==> config.mk <==
export PLATFORM = sky130hd
export DESIGN_NAME = rl_delay_line
export DESIGN_NICKNAME = d
export VERILOG_FILES = /design/src/rtl/rl_delay_line.sv
export SDC_FILE = /design/constraint.sdc
export NUM_CORES = 1
export LEC_CHECK = 0
export BUFFER_PORTS_ARGS = -buffer_cell sky130_fd_sc_hd__buf_2
export CAP_MARGIN = 25
export CORE_MARGIN = 3
export CORE_UTILIZATION = 40
export CTS_CLUSTER_SIZE = 8
export DETAILED_ROUTE_END_ITERATION = 10
export GPL_TIMING_DRIVEN = 0
export SETUP_SLACK_MARGIN = 0.3
export SLEW_MARGIN = 20
export SYNTH_ARGS = -nofsm -noshare
export SYNTH_HDL_FRONTEND = slang
export SYNTH_SLANG_ARGS = --single-unit
==> constraint.sdc <==
create_clock -name clk -period 5.05 [get_ports clk]
set_input_delay 0.2525 -clock clk [delete_from_list [all_inputs] [get_ports clk]]
set_output_delay 0.2525 -clock clk [all_outputs]
set_load 0.1 [all_outputs]
==> src/rtl/rl_delay_line.sv <==
// Multi-channel delay line with per-channel runtime depth, valid tags,
// a shared advance enable and a flush that invalidates in-flight samples.
module rl_delay_line #(
  parameter  int WIDTH     = 16,
  parameter  int NCH       = 3,
  parameter  int MAX_DEPTH = 4,
  localparam int DW        = $clog2(MAX_DEPTH + 1)
) (
  input  logic                 clk,
  input  logic                 rst,
  input  logic                 en,
  input  logic                 flush,
  input  logic [NCH-1:0]       in_valid,
  input  logic [NCH*WIDTH-1:0] din,
  input  logic [NCH*DW-1:0]    depth,
  output logic [NCH-1:0]       out_valid,
  output logic [NCH*WIDTH-1:0] dout
);

  localparam logic [DW-1:0] DMAX = DW'(MAX_DEPTH);

  for (genvar c = 0; c < NCH; c++) begin : g_ch
    logic [WIDTH-1:0]     s [MAX_DEPTH];
    logic [MAX_DEPTH-1:0] v;
    logic [DW-1:0]        dq;
    logic [DW-1:0]        dc;
    logic [DW-1:0]        dreq;
    logic [WIDTH-1:0]     sel_d;
    logic                 sel_v;

    assign dc   = depth[c*DW +: DW];
    assign dreq = (dc > DMAX) ? DMAX : dc;

    // Depth change restarts the line; otherwise shift on en, flush kills tags
    always_ff @(posedge clk) begin
      if (rst) begin
        dq <= '0;
        v  <= '0;
        for (int k = 0; k < MAX_DEPTH; k++) begin
          s[k] <= '0;
        end
      end else if (dreq != dq) begin
        dq <= dreq;
        v  <= '0;
      end else if (en) begin
        s[0] <= din[c*WIDTH +: WIDTH];
        v[0] <= in_valid[c] & ~flush;
        for (int k = 1; k < MAX_DEPTH; k++) begin
          s[k] <= s[k-1];
          v[k] <= v[k-1] & ~flush;
        end
      end else if (flush) begin
        v <= '0;
      end
    end

    // Tap select: bypass at depth 0, else a mux over the stage registers
    always_comb begin
      sel_d = din[c*WIDTH +: WIDTH];
      sel_v = in_valid[c];
      for (int k = 0; k < MAX_DEPTH; k++) begin
        if (dq == DW'(k + 1)) begin
          sel_d = s[k];
          sel_v = v[k];
        end
      end
    end

    assign dout[c*WIDTH +: WIDTH] = sel_d;
    assign out_valid[c]           = sel_v;
  end

endmodule

==> results.toml, run 1 <==
[clocking]
clk_latency_ns = 0.53
cts_setup_buffers = 0
numCtsBuffers = 30
cts-resized-gates = 0
clkSinkCount = 213
cts.htree.levels = 1
clk_pin_slew_worst_paths_ns = 0.05
tritoncts = "yes"
cts_buffer_depth = 3
cts-root-buf = "clkbuf_16"

[global_routing]
track_usage_pct = 20.7
grt_first_pass_wirelength_mm = 43.5
grt_overflow = 0
grt_max_degree = 53
grt_pass1_vias = 7574
antenna_found_initial = 1

[worst_setup_path]
critPathLaunchType = "flip-flop"
worstSetupPathType = "flip-flop to output pin"
reg2reg_to = "g_ch[2].s[2][13]$_SDFFCE_PN0P_"
arrival_ns = 2.75
r2r_setup_slack_ns = 2.69
endpoint_kind = "output pin"
r2r-start = "g_ch[2].dq[0]$_SDFFE_PP0P_"
cp.required_ns = 4.80
crit_fanout = 10
reg2reg_depth = 5

[worst_hold_path]
holdCritStartpoint = "depth[3]"
hold_path.class = "input port to flip-flop"
min_path_cells = 2
whs_endpoint = "g_ch[1].dq[0]$_SDFFE_PP0P_"

[route]
postRouteAntennaNets = 0
vias = 7364
dr.first_iter.drc_count = 609
firstDrtPassIters = 5
drc = 0
wire_per_inst_um = 22.7
drt-total-wl_mm = 28.7
viasPerCell = 5.83

[logic_synthesis]
synth_nets = 823
synth_xor_area_share_pct = 0.518
yosysTopAreaCell = "edfxtp_1"
ys_top_cells_by_area = "edfxtp_1 57%, and3_1 12%, mux2i_1 6.2%"
synthSimpleGateAreaFrac_pct = 14.6
ys_seq_area_share_pct = 61.0
synthMuxAreaShare_pct = 6.21
synthCells = 759
synth_fa_ha_area_share_pct = 0
syn_avg_cell_area_um2 = 13.4
synth_common_cells = "192 x and3_1, 192 x edfxtp_1, 63 x mux2i_1"
synth_warnings = 0
synth_top_area_share_pct = 56.8
synthDistinctLibCells = 21
synth_top_family_by_area = "simple AND/OR/NAND/NOR gates"
synth_compound_area_share_pct = 12.8
synth_seq_cells = 213
synth_edf_count = 192
synth_ff_type = "edfxtp_1"
netlist_area_mm2 = 0.0101
async_reset_ff_share_pct = 0

[sta]
rsz0062_at_grt = "no"
setup_violations = 0
clock_skew_ns = 0.00793
period_share_pct = 59.4
max_freq_mhz = 333
whs_ns = 0.0236
worst_pin_slew_ns = 0.721
fin_crit_ns = 3.00
hold_viol = 0
fin_setup_tns_ns = 0
relSlewSlack_pct = 51.9
drv_slew = 0

[power]
power_w = 0.00479
peakVddDrop_uv = 286
leakage_nw = 5.26
power_density_mw_per_mm2 = 393

[layout]
multi_input_area_mm2 = 0.00348
syn_to_final_growth_pct = 19.9
ff_latch_area_mm2 = 0.00619
nNetsFinal = 980
diodes = 0
drive_above_1_share_pct = 21.8
fillers = 2221

[die]
dieHeight_um = 165
ios = 115
die_area_mm2 = 0.0273
die_x_um = 165
start_util_pct = 41.2
core_area_mm2 = 0.0246
rows = 57

[placement]
portBuffers = 113
place_congestion = 0.792
dp_hpwl_mm = 18.3

[job]
maxCapViolCount = 0

[status]
status = "complete, no violations"
==> flip-flops by register name (all words and copies together) (netlist names) <==
signal,count
g_ch.s,192
g_ch.v,12
g_ch.dq,9
==> where the power goes <==
part	switching, W	total (W)	internal [W]
combinational	0.000648	0.000853	0.000205
sequential	0.0000443	0.00206	0.00202
clock	0.000737	0.00187	0.00113
==> logic make-up (layout without fill, tap and decap cells) <==
| family | after synthesis | count (layout) |
|---|---|---|
| XOR/XNOR | 6 | 6 |
| multiplexers | 63 | 63 |
| AND/OR/NAND/NOR | 227 | 227 |
| AO/OA/AOI/OAI | 162 | 162 |
| buffers and inverters | 88 | 268 |
| flip-flops | 213 | 213 |
==> layout by cell type (no fill, tap or decap) <==
| master | count |
|---|---|
| and3_1 | 192 |
| or2_2 | 1 |
| dlygate4sd3_1 | 9 |
| buf_12 | 2 |
| a22o_1 | 51 |
| buf_16 | 1 |
| nor3b_1 | 18 |
| a32o_2 | 3 |
| nor2b_1 | 7 |
| nor3b_4 | 3 |
| buf_6 | 15 |
| a21oi_1 | 51 |
| o32a_1 | 51 |
| clkinv_2 | 1 |
| a21o_4 | 3 |
| nor2_1 | 3 |
| edfxtp_1 | 192 |
| nand2b_2 | 3 |
| buf_4 | 10 |
| mux2i_1 | 63 |
| clkbuf_1 | 70 |
| dfxtp_1 | 21 |
| clkbuf_16 | 31 |
| buf_2 | 129 |
| o21ba_2 | 3 |
| xnor2_1 | 6 |
==> metrics by stage <==
stage / instances / area, um2 / utilization, % / setup WS, ns
3_3_place_gp: 1196 / 11100 / 45.2 / 1.27
5_1_grt: 1263 / 12200 / 49.4 / 1.99
6_report: 1263 / 12200 / 49.4 / 2.05
4_1_cts: 1263 / 12200 / 49.4 / 2.09
3_5_place_dp: 1199 / 11200 / 45.6 / 2.65
2_1_floorplan: 759 / 10100 / - / 2.23
==> layer usage <==
metal	share of wire, %	global-route usage [%]	vias to the layer above
met5	0.045	0	-
met4	1.8	4.92	2
met3	7.1	3.54	43
met2	47	33.2	310
met1	44	29.5	3660
li1	-	-	3349
==> worst max-delay path: stages, from the launching register on <==
cell	delay, ns
dfxtp_1	0.36
nor3b_4	0.45
clkbuf_1	0.59
a22o_1	0.29
buf_4	0.11
buf_2	0.41
==> repair_timing <==
| action | 4_1_cts | 5_1_grt |
|---|---|---|
| endpoints found under the hold margin | 9 | 0 |
| hold buffers | 9 | 0 |
| endpoints found under the setup margin | 0 | 0 |
==> worst max path at each step <==
stage / startpoint / endpoint / slack (ns) / cells past startpoint
finish: g_ch[0].dq[0]$_SDFFE_PP0P_ / out_valid[0] / 2.05 / 5
global route: g_ch[0].dq[0]$_SDFFE_PP0P_ / out_valid[0] / 1.99 / 5
CTS: g_ch[0].dq[0]$_SDFFE_PP0P_ / out_valid[0] / 2.09 / 5
detailed placement: g_ch[0].dq[0]$_SDFFE_PP0P_ / out_valid[0] / 2.65 / 5
global placement: g_ch[2].dq[0]$_SDFFE_PP0P_ / g_ch[2].s[3][9]$_SDFFCE_PN0P_ / 1.27 / 4
floorplan: g_ch[0].dq[0]$_SDFFE_PP0P_ / g_ch[0].s[0][0]$_SDFFCE_PN0P_ / 2.23 / 4
==> cell type report <==
class	count	area share, %
Tap cell	324	3.33
Buffer	88	4.11
Timing Repair Buffer	125	5.94
Clock buffer	54	7.09
Sequential cell	213	50.8
Multi-Input combinational cell	458	28.6
Clock inverter	1	0.0411
Power figures use the tool's default switching activity.
==> run 2: changes to the inputs <==
==> constraint.sdc (replaced) <==
create_clock -name clk -period 2.64 [get_ports clk]
set_input_delay 0.132 -clock clk [delete_from_list [all_inputs] [get_ports clk]]
set_output_delay 0.132 -clock clk [all_outputs]
set_load 0.1 [all_outputs]
==> run 2 against run 1 <==
Final area rose by 8.3%. Register-to-register slack got worse by 2.3 ns. Flip-flop and latch count did not move. Critical path depth rose by 2. First-iteration DRC count rose by 6.7%. Sequential power rose by 92%. Setup slack got worse by 1.7 ns. Clock skew barely moved. Combinational power rose by 120%. Critical path type unchanged. Largest cell class unchanged.
==> results.toml, run 2 (synthesis gave the netlist of run 1 again) <==
[status]
status = "complete, no violations"

[sta]
rsz0062_at_grt = "no"
hold_viol = 0
drv_slew = 0
clock_skew_ns = 0.00758
relSlewSlack_pct = 33.8
period_share_pct = 86.5
setup_violations = 0
fin_crit_ns = 2.28
fin_setup_tns_ns = 0
max_freq_mhz = 438
worst_pin_slew_ns = 0.993

[worst_hold_path]
hold_path.class = "input port to flip-flop"

[layout]
final_cell_mix = "192 x and3_1, 192 x edfxtp_1, 71 x buf_2, 64 x dlygate4sd3_1, 63 x mux2i_1"
largest_reg_flops = 192
diodes = 0
syn_to_final_growth_pct = 29.9
drive_above_1_share_pct = 23.3
fin_util_pct = 53.6
top_regs = "g_ch.s (192), g_ch.v (12), g_ch.dq (9)"
design_area_mm2 = 0.0132
nNetsFinal = 1047
instances_no_fill = 1330
fillers = 2133
largest-register = "g_ch.s"

[worst_setup_path]
crit_top_cell = "buf_12"
critPathBufInv = 4
crit_end = "dout[23]"
reg2reg_to = "g_ch[2].s[2][12]$_SDFFCE_PN0P_"
path_delay_family = "buffers and inverters"
cp.required_ns = 2.51
critPathLaunchType = "flip-flop"
r2r-start = "g_ch[2].dq[0]$_SDFFE_PP0P_"
cp.depth = 7
timing.critical_path.from = "g_ch[1].dq[1]$_SDFFE_PP0P_"
crit_fanout = 10
endpoint_kind = "output pin"
slowest_delay_ns = 0.36
r2r_setup_slack_ns = 0.44
reg2reg_depth = 5
worstSetupPathType = "flip-flop to output pin"
crit_chain = "buf_12 -> o21ba_2 -> buf_4 -> buf_6 -> o32a_1 -> a22o_1 -> buf_12"
cpMaxStageDelayCell = "dfxtp_4"
arrival_ns = 2.15

[die]
die_area_mm2 = 0.0273
start_util_pct = 41.2
ios = 115
die_x_um = 165
rows = 57
dieHeight_um = 165
core_area_mm2 = 0.0246

[power]
pwr-share-seq_pct = 42.1
peakVddDrop_uv = 511
clkPwrFrac_pct = 38.2
power_switching_w = 0.00278
power_w = 0.00938
p_comb_share_pct = 19.7
p_sw_share_pct = 29.6
power_density_mw_per_mm2 = 712
leakage_nw = 5.70
power.internal_w = 0.00660

[placement]
portBuffers = 113
dpl_cell_area_mm2 = 0.0112
dp_hpwl_mm = 18.3
place_congestion = 0.792
numPlacedInstances = 1199

[global_routing]
grt_max_degree = 53
grt_overflow = 0
antenna_found_initial = 1
grt_first_pass_wirelength_mm = 45.2
grt_pass1_vias = 7866
track_usage_pct = 21.5

[clocking]
numCtsBuffers = 30
clk_pin_slew_worst_paths_ns = 0.05
clk_latency_ns = 0.53
cts.htree.levels = 1
cts_buffer_depth = 3
clkSinkCount = 213
tritoncts = "yes"
cts-root-buf = "clkbuf_16"

[job]
maxCapViolCount = 0

[route]
firstDrtPassIters = 5
wire_per_inst_um = 22.6
drc = 0
postRouteAntennaNets = 0
drt-total-wl_mm = 30.0
vias = 7681
viasPerCell = 5.78
dr.first_iter.drc_count = 650
==> run 2: cell count changes in the layout (fill, tap and decap cells not counted), moves of 5 or more <==
cell | previous run | this run
buf_12 | 2 | 9
buf_2 | 129 | 71
buf_4 | 10 | 45
buf_6 | 15 | 39
clkbuf_1 | 70 | 58
clkbuf_2 | 0 | 7
clkbuf_4 | 0 | 6
dfxtp_1 | 21 | 16
dlygate4sd3_1 | 9 | 64
==> run 2: cell type report <==
class                   count  area (um2)  share of cell area, %
flip-flops and latches    213        6200                   47.0
multi-input cells         460        3500                   26.6
repair buffers            190        1610                   12.2
clock buffers              54         862                   6.54
plain buffers              88         598                   4.54
well taps                 324         405                   3.08
clock inverters             1        5.00                 0.0380
==> run 2: metal layers <==
metal	part of all wire (%)	vias to the layer above	wire [um]	GRT usage (%)
li1	-	3490	-	-
met1	43	3774	12800	30.2
met2	48	368	14300	35.0
met3	7.8	47	2340	3.47
met4	1.9	2	569	5.18
met5	0.043	-	13	0
==> run 2: how the worst min path moves through the flow <==
stage	cells after the start	end	slack (ns)	startpoint
floorplan	1	g_ch[1].dq[2]$_SDFFE_PP0P_	0.20	rst
global placement	2	g_ch[2].dq[1]$_SDFFE_PP0P_	0.36	depth[8]
global route	3	g_ch[0].dq[0]$_SDFFE_PP0P_	0.38	depth[2]
detailed placement	2	g_ch[0].dq[1]$_SDFFE_PP0P_	0.37	depth[2]
finish	3	g_ch[0].dq[0]$_SDFFE_PP0P_	0.36	depth[2]
CTS	3	g_ch[0].dq[0]$_SDFFE_PP0P_	0.35	depth[2]
==> run 2: worst min-delay path: stages <==
cell	delay, ns
dlygate4sd3_1	0.52
buf_2	0.14
nor3b_1	0.05
==> run 2: timing repair <==
action / 4_1_cts / 5_1_grt
setup buffers: 9 / 1
gates resized for setup: 104 / 29
pin swaps: 3 / 1
gates cloned: 0 / 2
endpoints found under the setup margin: 137 / 125
endpoints found under the hold margin: 63 / 0
hold buffers: 64 / 0
==> run 2: metrics by stage <==
step | setup WS [ns] | hold WS (ns)
floorplan | -0.176 | 0.204
global placement | -1.14 | 0.360
detailed placement | 0.258 | 0.368
CTS | 0.312 | 0.349
global route | 0.301 | 0.377
finish | 0.357 | 0.358
==> run 2: power by group through the flow <==
stage                     sequential (W)  clock [W]  combinational (W)
after floorplan                  0.00398          0            0.00122
final                            0.00395    0.00358            0.00185
after detailed placement         0.00401          0            0.00162
after global placement           0.00402          0            0.00159
after CTS                        0.00394    0.00364            0.00182
after global routing             0.00396    0.00378            0.00193
